## config.mk

```make
export PLATFORM = sky130hd
export DESIGN_NAME = number_entry_buffer
export DESIGN_NICKNAME = d
export VERILOG_FILES = /design/src/rtl/number_entry_buffer_pkg.sv /design/src/rtl/number_entry_buffer_bcd_digit_shifter.sv /design/src/rtl/number_entry_buffer.sv
export SDC_FILE = /design/constraint.sdc
export NUM_CORES = 1
export LEC_CHECK = 0
export BUFFER_PORTS_ARGS = -buffer_cell sky130_fd_sc_hd__buf_2
export CAP_MARGIN = 10
export CORE_AREA = 2 2 120 122
export CTS_CLUSTER_SIZE = 25
export DETAILED_ROUTE_END_ITERATION = 12
export DIE_AREA = 0 0 122 124
export GPL_ROUTABILITY_DRIVEN = 0
export PLACE_DENSITY = 0.52
export SYNTH_ARGS = -nofsm -noshare
export SYNTH_HDL_FRONTEND = slang
export SYNTH_HIERARCHICAL = 1
export SYNTH_SLANG_ARGS = --single-unit
```

## constraint.sdc

```tcl
create_clock -name clk_100MHz -period 3.2 [get_ports clk_100MHz]
set_input_delay 0.32 -clock clk_100MHz [delete_from_list [all_inputs] [get_ports clk_100MHz]]
set_output_delay 0.32 -clock clk_100MHz [all_outputs]
set_load 0.02 [all_outputs]
```

## src/rtl/number_entry_buffer_pkg.sv

```systemverilog
// Shared key codes, FSM encoding and shifter operations for the number entry buffer.
package number_entry_buffer_pkg;

  localparam int MAX_DIGITS_DEFAULT = 10;

  localparam logic [3:0] KEY_CLEAR = 4'hA;
  localparam logic [3:0] KEY_BACK  = 4'hB;
  localparam logic [3:0] KEY_ENTER = 4'hC;

  typedef enum logic {
    ENTRY = 1'b0,
    HOLD  = 1'b1
  } state_t;

  typedef enum logic [1:0] {
    OP_NONE,
    OP_PUSH,
    OP_BACK,
    OP_CLEAR
  } shift_op_t;

  function automatic logic is_digit(input logic [3:0] code);
    return code <= 4'd9;
  endfunction

endpackage

```

## src/rtl/number_entry_buffer_bcd_digit_shifter.sv

```systemverilog
// Packed BCD digit register with its occupancy counter: push, backspace, clear,
// with leading-zero suppression and a one-cycle overflow pulse when full.
module bcd_digit_shifter
  import number_entry_buffer_pkg::*;
#(
  parameter int MAX_DIGITS = MAX_DIGITS_DEFAULT
) (
  input  logic        clk,
  input  logic        rst_n,
  input  shift_op_t   op,
  input  logic [3:0]  digit,
  output logic [39:0] digits,
  output logic [3:0]  count,
  output logic        overflow
);

  localparam logic [3:0] MAX_COUNT = 4'(MAX_DIGITS);

  // NOTE: registered state uses non-blocking assignments so every flop samples
  // the pre-edge values of its neighbours, regardless of statement order.
  always_ff @(posedge clk or negedge rst_n) begin
    if (!rst_n) begin
      digits   <= '0;
      count    <= '0;
      overflow <= 1'b0;
    end else begin
      overflow <= 1'b0;
      case (op)
        OP_PUSH: begin
          if (count == MAX_COUNT) begin
            overflow <= 1'b1;
          end else if (count != 4'd0 || digit != 4'd0) begin
            digits <= {digits[35:0], digit};
            count  <= count + 4'd1;
          end
        end
        OP_BACK: begin
          if (count != 4'd0) begin
            digits <= {4'h0, digits[39:4]};
            count  <= count - 4'd1;
          end
        end
        OP_CLEAR: begin
          digits <= '0;
          count  <= '0;
        end
        default: ;
      endcase
    end
  end

endmodule

```

## src/rtl/number_entry_buffer.sv

```systemverilog
// Keypad number entry: accepts digit/edit keys into a BCD buffer and hands the
// entered number to a downstream consumer with a valid/ready handshake.
module number_entry_buffer
  import number_entry_buffer_pkg::*;
#(
  parameter int MAX_DIGITS = MAX_DIGITS_DEFAULT
) (
  input  logic        clk_100MHz,
  input  logic        reset_n,
  input  logic        key_valid,
  input  logic [3:0]  key_code,
  output logic        key_ready,
  output logic [39:0] numActual,
  output logic [3:0]  counterTotal,
  output logic [39:0] operand,
  output logic        operand_valid,
  input  logic        operand_ready,
  output logic        overflow
);

  state_t    state;
  shift_op_t op;
  logic      take;

  assign take = key_valid && key_ready;

  // NOTE: op gets a default before any branch so this block stays purely
  // combinational and no latch is inferred.
  always_comb begin
    op = OP_NONE;
    if (take) begin
      if (is_digit(key_code))                              op = OP_PUSH;
      else if (key_code == KEY_BACK)                       op = OP_BACK;
      else if (key_code == KEY_CLEAR || key_code == KEY_ENTER) op = OP_CLEAR;
    end
  end

  bcd_digit_shifter #(
    .MAX_DIGITS(MAX_DIGITS)
  ) u_shifter (
    .clk      (clk_100MHz),
    .rst_n    (reset_n),
    .op       (op),
    .digit    (key_code),
    .digits   (numActual),
    .count    (counterTotal),
    .overflow (overflow)
  );

  // Enter samples the buffer before the shifter clears it on the same edge.
  always_ff @(posedge clk_100MHz or negedge reset_n) begin
    if (!reset_n) begin
      state         <= ENTRY;
      key_ready     <= 1'b1;
      operand_valid <= 1'b0;
      operand       <= '0;
    end else begin
      case (state)
        ENTRY: begin
          if (take && key_code == KEY_ENTER) begin
            state         <= HOLD;
            key_ready     <= 1'b0;
            operand_valid <= 1'b1;
            operand       <= numActual;
          end
        end
        HOLD: begin
          if (operand_ready) begin
            state         <= ENTRY;
            key_ready     <= 1'b1;
            operand_valid <= 1'b0;
          end
        end
        default: state <= ENTRY;
      endcase
    end
  end

endmodule

```

# Word-level counts from Yosys, hierarchy flattened

Cells that the tools add are included.
Widths: inputs -> output; s select.

Add/subtract/negate cells: 2
$lt $le $gt $ge: 1
Equal/unequal tests: 12
Multiplexer cells: 23
Bitwise logic cells: 1
Reduce and logical (&&, ||, !) cells: 10

Operator list:

| operator            | number |
|---|---|
| $mux 40             | 3 |
| $pmux 40 s3         | 1 |
| $eq 4x4->1 const B  | 4 |
| $mux 4              | 3 |
| $pmux 4 s3          | 1 |
| $mux 1              | 8 |
| $mux 2              | 4 |
| $reduce_bool 4->1   | 2 |
| $ne 2x2->1 const B  | 3 |
| $pmux 1 s2          | 3 |
| $add 4x1->4 const B | 1 |
| $eq 2x2->1 const B  | 2 |
| $le 4x4->1 const B  | 1 |
| $ne 2x1->1 const B  | 2 |
| $reduce_and 2->1    | 2 |
| $reduce_and 4->1    | 1 |
| $sub 4x1->4 const B | 1 |
| $reduce_bool 3->1   | 1 |
| $eq 2x1->1 const B  | 1 |
| $logic_and 1x1->1   | 2 |
| $logic_or 1x1->1    | 2 |
| $not 1->1           | 1 |

Register bits: 88
Input bits: 8
Output and inout port bits: 87
Logic and storage cells: 56

# Logic depth before layout (Yosys ltp)

Depth in word-level cells: 9
Depth in mapped cells: 11
Depth with buffers taken out: 8

# Modules after synthesis

Netlist, hierarchy kept.

Modules (own cells, without submodules):

| module              | times used | cells an instance | area an instance (sq um) | sequential area each (sq um) |
|---|---|---|---|---|
| bcd_digit_shifter   | 1          | 225               | 2416.1                   | 1126.1 |
| number_entry_buffer | 1          | 102               | 1671.6                   | 1077.3 |

# Least setup slack after synthesis

Ideal clock, no wire load.

Path kind: input to register
Start: in key_code[1]
End: reg u_shifter.count[3]
Library setup time: 120 ps
Arrival time: 2915 ps
Required time: 3080 ps
Slack: 165 ps
Stages on the path: 11
Buffers on the path: 3
Cells stage by stage: or3b_1 -> a21oi_1 -> clkbuf_1 -> nor2b_1 -> clkbuf_1 -> buf_2 -> ha_1 -> a31oi_1 -> a2bb2oi_1 -> a211oi_1 -> o211a_1

Word-level cells in the longest chain between the ends: 9
Elaborated cells on any way between the ends: 20
Classes of those cells: 1 x order compare; 9 x eq/ne; 5 x mux; 5 x reduce/logical

RTL lines:

| element                                            | line                                        | RTL |
|---|---|---|
| start, declared                                    | number_entry_buffer.sv:11                   | `input logic [3:0] key_code,` |
| $eq 4x4->1                                         | number_entry_buffer.sv:34                   | `else if (key_code == KEY_CLEAR \|\| key_code == KEY_ENTER) op = OP_CLEAR;` |
| $logic_or 1x1->1                                   | number_entry_buffer.sv:34                   |  |
| $mux 2                                             | number_entry_buffer.sv:34                   |  |
| $mux 2                                             | number_entry_buffer.sv:33                   | `else if (key_code == KEY_BACK) op = OP_BACK;` |
| $mux 2 (*)                                         | number_entry_buffer.sv:32                   | `if (is_digit(key_code)) op = OP_PUSH;` |
| $mux 2 (*)                                         | number_entry_buffer.sv:31                   | `if (take) begin` |
| via op[1]                                          | number_entry_buffer.sv:22                   | `shift_op_t op;` |
| $eq 2x2->1 / $eq 2x1->1 (equally long branches)    | number_entry_buffer_bcd_digit_shifter.sv:28 | `case (op)` |
| $ne 2x1->1 (no line), or another cell as far along | -                                           |  |
| $reduce_and 4->1 (no line)                         | -                                           |  |
| end signal, assigned                               | number_entry_buffer_bcd_digit_shifter.sv:34 | `count <= count + 4'd1;` |
| end signal, assigned                               | number_entry_buffer_bcd_digit_shifter.sv:40 | `count <= count - 4'd1;` |
| end, declared                                      | number_entry_buffer_bcd_digit_shifter.sv:13 | `output logic [3:0] count,` |

Mark *: on every way through the listed nets, which the timed path passes. The rest lies on a longest branch.
A chain may end at the register's enable or synchronous reset.

# Final worst setup path

Start: reg key_ready
End: reg u_shifter.count[3]

Word-level cells in the longest chain between the ends: 5
Elaborated cells on any way between the ends: 11
Classes of those cells: 6 x eq/ne; 2 x mux; 3 x reduce/logical

RTL lines:

| element                                            | line                                        | RTL |
|---|---|---|
| start, declared                                    | number_entry_buffer.sv:12                   | `output logic key_ready,` |
| start signal, assigned                             | number_entry_buffer.sv:54                   | `key_ready <= 1'b1;` |
| start signal, assigned                             | number_entry_buffer.sv:62                   | `key_ready <= 1'b0;` |
| start signal, assigned                             | number_entry_buffer.sv:70                   | `key_ready <= 1'b1;` |
| $logic_and 1x1->1 (*)                              | number_entry_buffer.sv:25                   | `assign take = key_valid && key_ready;` |
| $mux 2 (*)                                         | number_entry_buffer.sv:31                   |  |
| via op[1]                                          | number_entry_buffer.sv:22                   |  |
| $eq 2x2->1 / $eq 2x1->1 (equally long branches)    | number_entry_buffer_bcd_digit_shifter.sv:28 |  |
| $ne 2x1->1 (no line), or another cell as far along | -                                           |  |
| $reduce_and 4->1 (no line)                         | -                                           |  |

Marks and branches as above.

==> metrics <==
run status completed; Num CTS Buffers 9; final setup margin ~0.66 ns; Yosys reg bits roughly 90; I/O Buffers 94; share of layout cells above drive strength 1 0.4393; Comb pwr share 0.017; post-CTS setup repair buffer count 0; share of power burned in registers 0.517; CTS HTree Levels 3; hpwl dp 6.354 mm; net count after synthesis around 340; post-CTS sizing 0; post-synth top area cell dfrtp_1; Clock Latency Late Sink around 0.35 ns; DRT Wirelength ~9.5 mm; core area approximately 0.014 sq mm; largest net degree at the start of global routing 76; via count 2814; ANT nets after route 0; largest cells by area after synthesis dfrtp_1 53%, mux2_2 11%, mux2_4 8.4%; most instantiated library cell after synthesis dfrtp_1; Remaining DRCs 0; number of global-route vias before repair roughly 2700; Worst setup SP type flip-flop; Distinct cells, synth 37; Routed WL per cell about 16 microns; Slew Limit Fails 0; Die H between 100 and 150 microns; Slew HR 0.3518; Synth Area per Inst approximately 13 sq um; clock power share 0.466; hold_buf cts 0; placed cell areas between 0.004 and 0.005 sq mm; die area 0.01513 sq mm; Post-synth top cells 87 x dfrtp_1, 40 x mux2_2, 25 x nand2_1; P_int 1.670 mW; Final Setup Violations 0; post-layout instance area 0.005047 sq mm; Max-cap violations 0; Worst-Margin Slew around 0.97 ns; Place WS approximately 0.51 ns; Iteration-0 DRC Markers 159; Period Utilization, post-route 0.7941; WP data required 3.43 ns; sequential area share after synthesis 0.5390; Final Hold Fails 0; area growth from synthesis to layout 23.48%; Final TNS setup 0 ns; Power Density approximately 430 mW/mm^2; share of the synthesized area in the top cell type 0.5326; RSZ-0062 raised after global routing false; DR vias/cell around 4.6; post-layout util 0.3679; antenna violations before repair 0; leakage power ~2.6 nW; Mapped Area between 0.004 and 0.005 sq mm; Warnings, synthesis 6; deepest clock path buffer count 2; Starting Density 0.2979; first-pass GRT wire length 15.21 mm; Synth async-reset ratio 1.000; Setup Skew slightly below 0.008 ns; Crit. End Element flip-flop; Cells after Synth between 300 and 400; CP Data Arrival Time roughly 2.8 ns; IO Count 95; CTS tree built; GRT overflow 0; Root Driver clkbuf_16; Synth Flop Type dfrtp_1; achievable frequency roughly 390 MHz; clock sinks 88; row cnt between 40 and 50; clk slew on worst S/H paths approximately 0.06 ns; fin nets about 430; Fillers 1385; switching portion of total power 0.2247; drt pass-1 iters 4; VDD IR max approximately 0.00024 V; GRT Resource Usage Total 0.1325; Setup CP Type flip-flop to flip-flop; Worst Hold Class input port to asynchronous set/reset pin; worst-path maximum fanout 11; EDFF count, synth 0; DIE WIDTH 122 microns; Final min period between 2 and 3 ns; Diodes inserted 0; switching power between 0.4 and 0.5 mW
==> kinds of logic after synthesis <==
group	synth area share
buffers and inverters	0.04959
flip-flops	0.5390
adder cells (fa/ha/maj)	0.008570
XOR/XNOR	0.002143
AO/OA/AOI/OAI	0.08020
AND/OR/NAND/NOR	0.07591
multiplexers	0.2446
==> cells in the final DEF (no fill, tap or decap), types with 2 or more instances in the layout <==
cell type | netlist | final
mux2_4 | 23 | 23
or4_1 | 2 | 2
mux2i_1 | 17 | 17
mux2_2 | 40 | 40
nor2b_1 | 21 | 20
a211oi_1 | 2 | 2
o21ai_0 | 23 | 23
a21o_1 | 3 | 3
a21oi_4 | 0 | 2
a21oi_1 | 20 | 19
clkbuf_16 | 0 | 9
clkinv_2 | 0 | 2
clkinv_4 | 0 | 2
buf_4 | 0 | 8
nand2_1 | 25 | 25
ha_1 | 2 | 2
mux2_1 | 3 | 3
inv_1 | 22 | 22
buf_2 | 3 | 93
dfrtp_1 | 87 | 87
==> final timing paths <==
check                      cells after the start     startpoint            endpoint  slack [ns]
max                                            8      key_ready  u_shifter/count[3]        0.66
min                                            1        reset_n  u_shifter/overflow        0.13
max reg2reg                                    8      key_ready  u_shifter/count[3]        0.66
min reg2reg                                    1     operand[8]          operand[8]        0.50
max in group asynchronous                      2        reset_n          operand[9]        2.29
min in group clk_100MHz                        3  operand_ready               state        0.27
==> power by group through the flow <==
stage	Combinational [mW]	Clock, mW	Sequential [mW]
final	0.0368	1.00	1.11
after global routing	0.0431	1.09	1.11
after floorplan	0.00512	0	1.13
after detailed placement	0.0392	0	1.13
after CTS	0.0394	1.04	1.11
after global placement	0.0386	0	1.13
==> critical path, stage by stage, from the launching register on <==
cell	delay [ns]
dfstp_2	0.57
nand3_1	0.20
a21oi_4	0.30
nor2b_4	0.23
ha_1	0.30
a31oi_1	0.25
a2bb2oi_1	0.28
a211oi_1	0.09
o211a_1	0.22
==> stage by stage <==
step | total power [mW] | instances | hold WS, ns
finish | 2.153 | 608 | 0.1264
global route | 2.248 | 608 | 0.2121
CTS | 2.193 | 608 | 0.1717
detailed placement | 1.172 | 592 | 0.4905
global placement | 1.172 | 592 | 0.4841
floorplan | 1.139 | 327 | 0.02441
==> area by class of cell <==
type                            instances  area, sq um  area share
Clock buffer                           10        239.0     0.04735
Sequential cell                        88         2203      0.4365
Inverter                               22        82.58     0.01636
Timing Repair Buffer                  102        545.5      0.1081
Multi-Input combinational cell        200         1708      0.3384
Clock inverter                          6        43.79    0.008676
Tap cell                              180        225.2     0.04462
==> sequential cells by signal, indices dropped and copies added, names as in the netlist <==
name	count
u_shifter/count	4
u_shifter/digits	40
operand	40
state	1
key_ready	1
operand_valid	1
u_shifter/overflow	1
==> routing by layer <==
metal	global-route usage	routed length [microns]	up-vias
met5	0	0	-
met4	0.06034	177	0
met3	0.02518	363	15
met2	0.2029	4348	63
met1	0.1822	4639	1409
li1	-	-	1327
No activity file was read; power rests on OpenSTA's default activity.
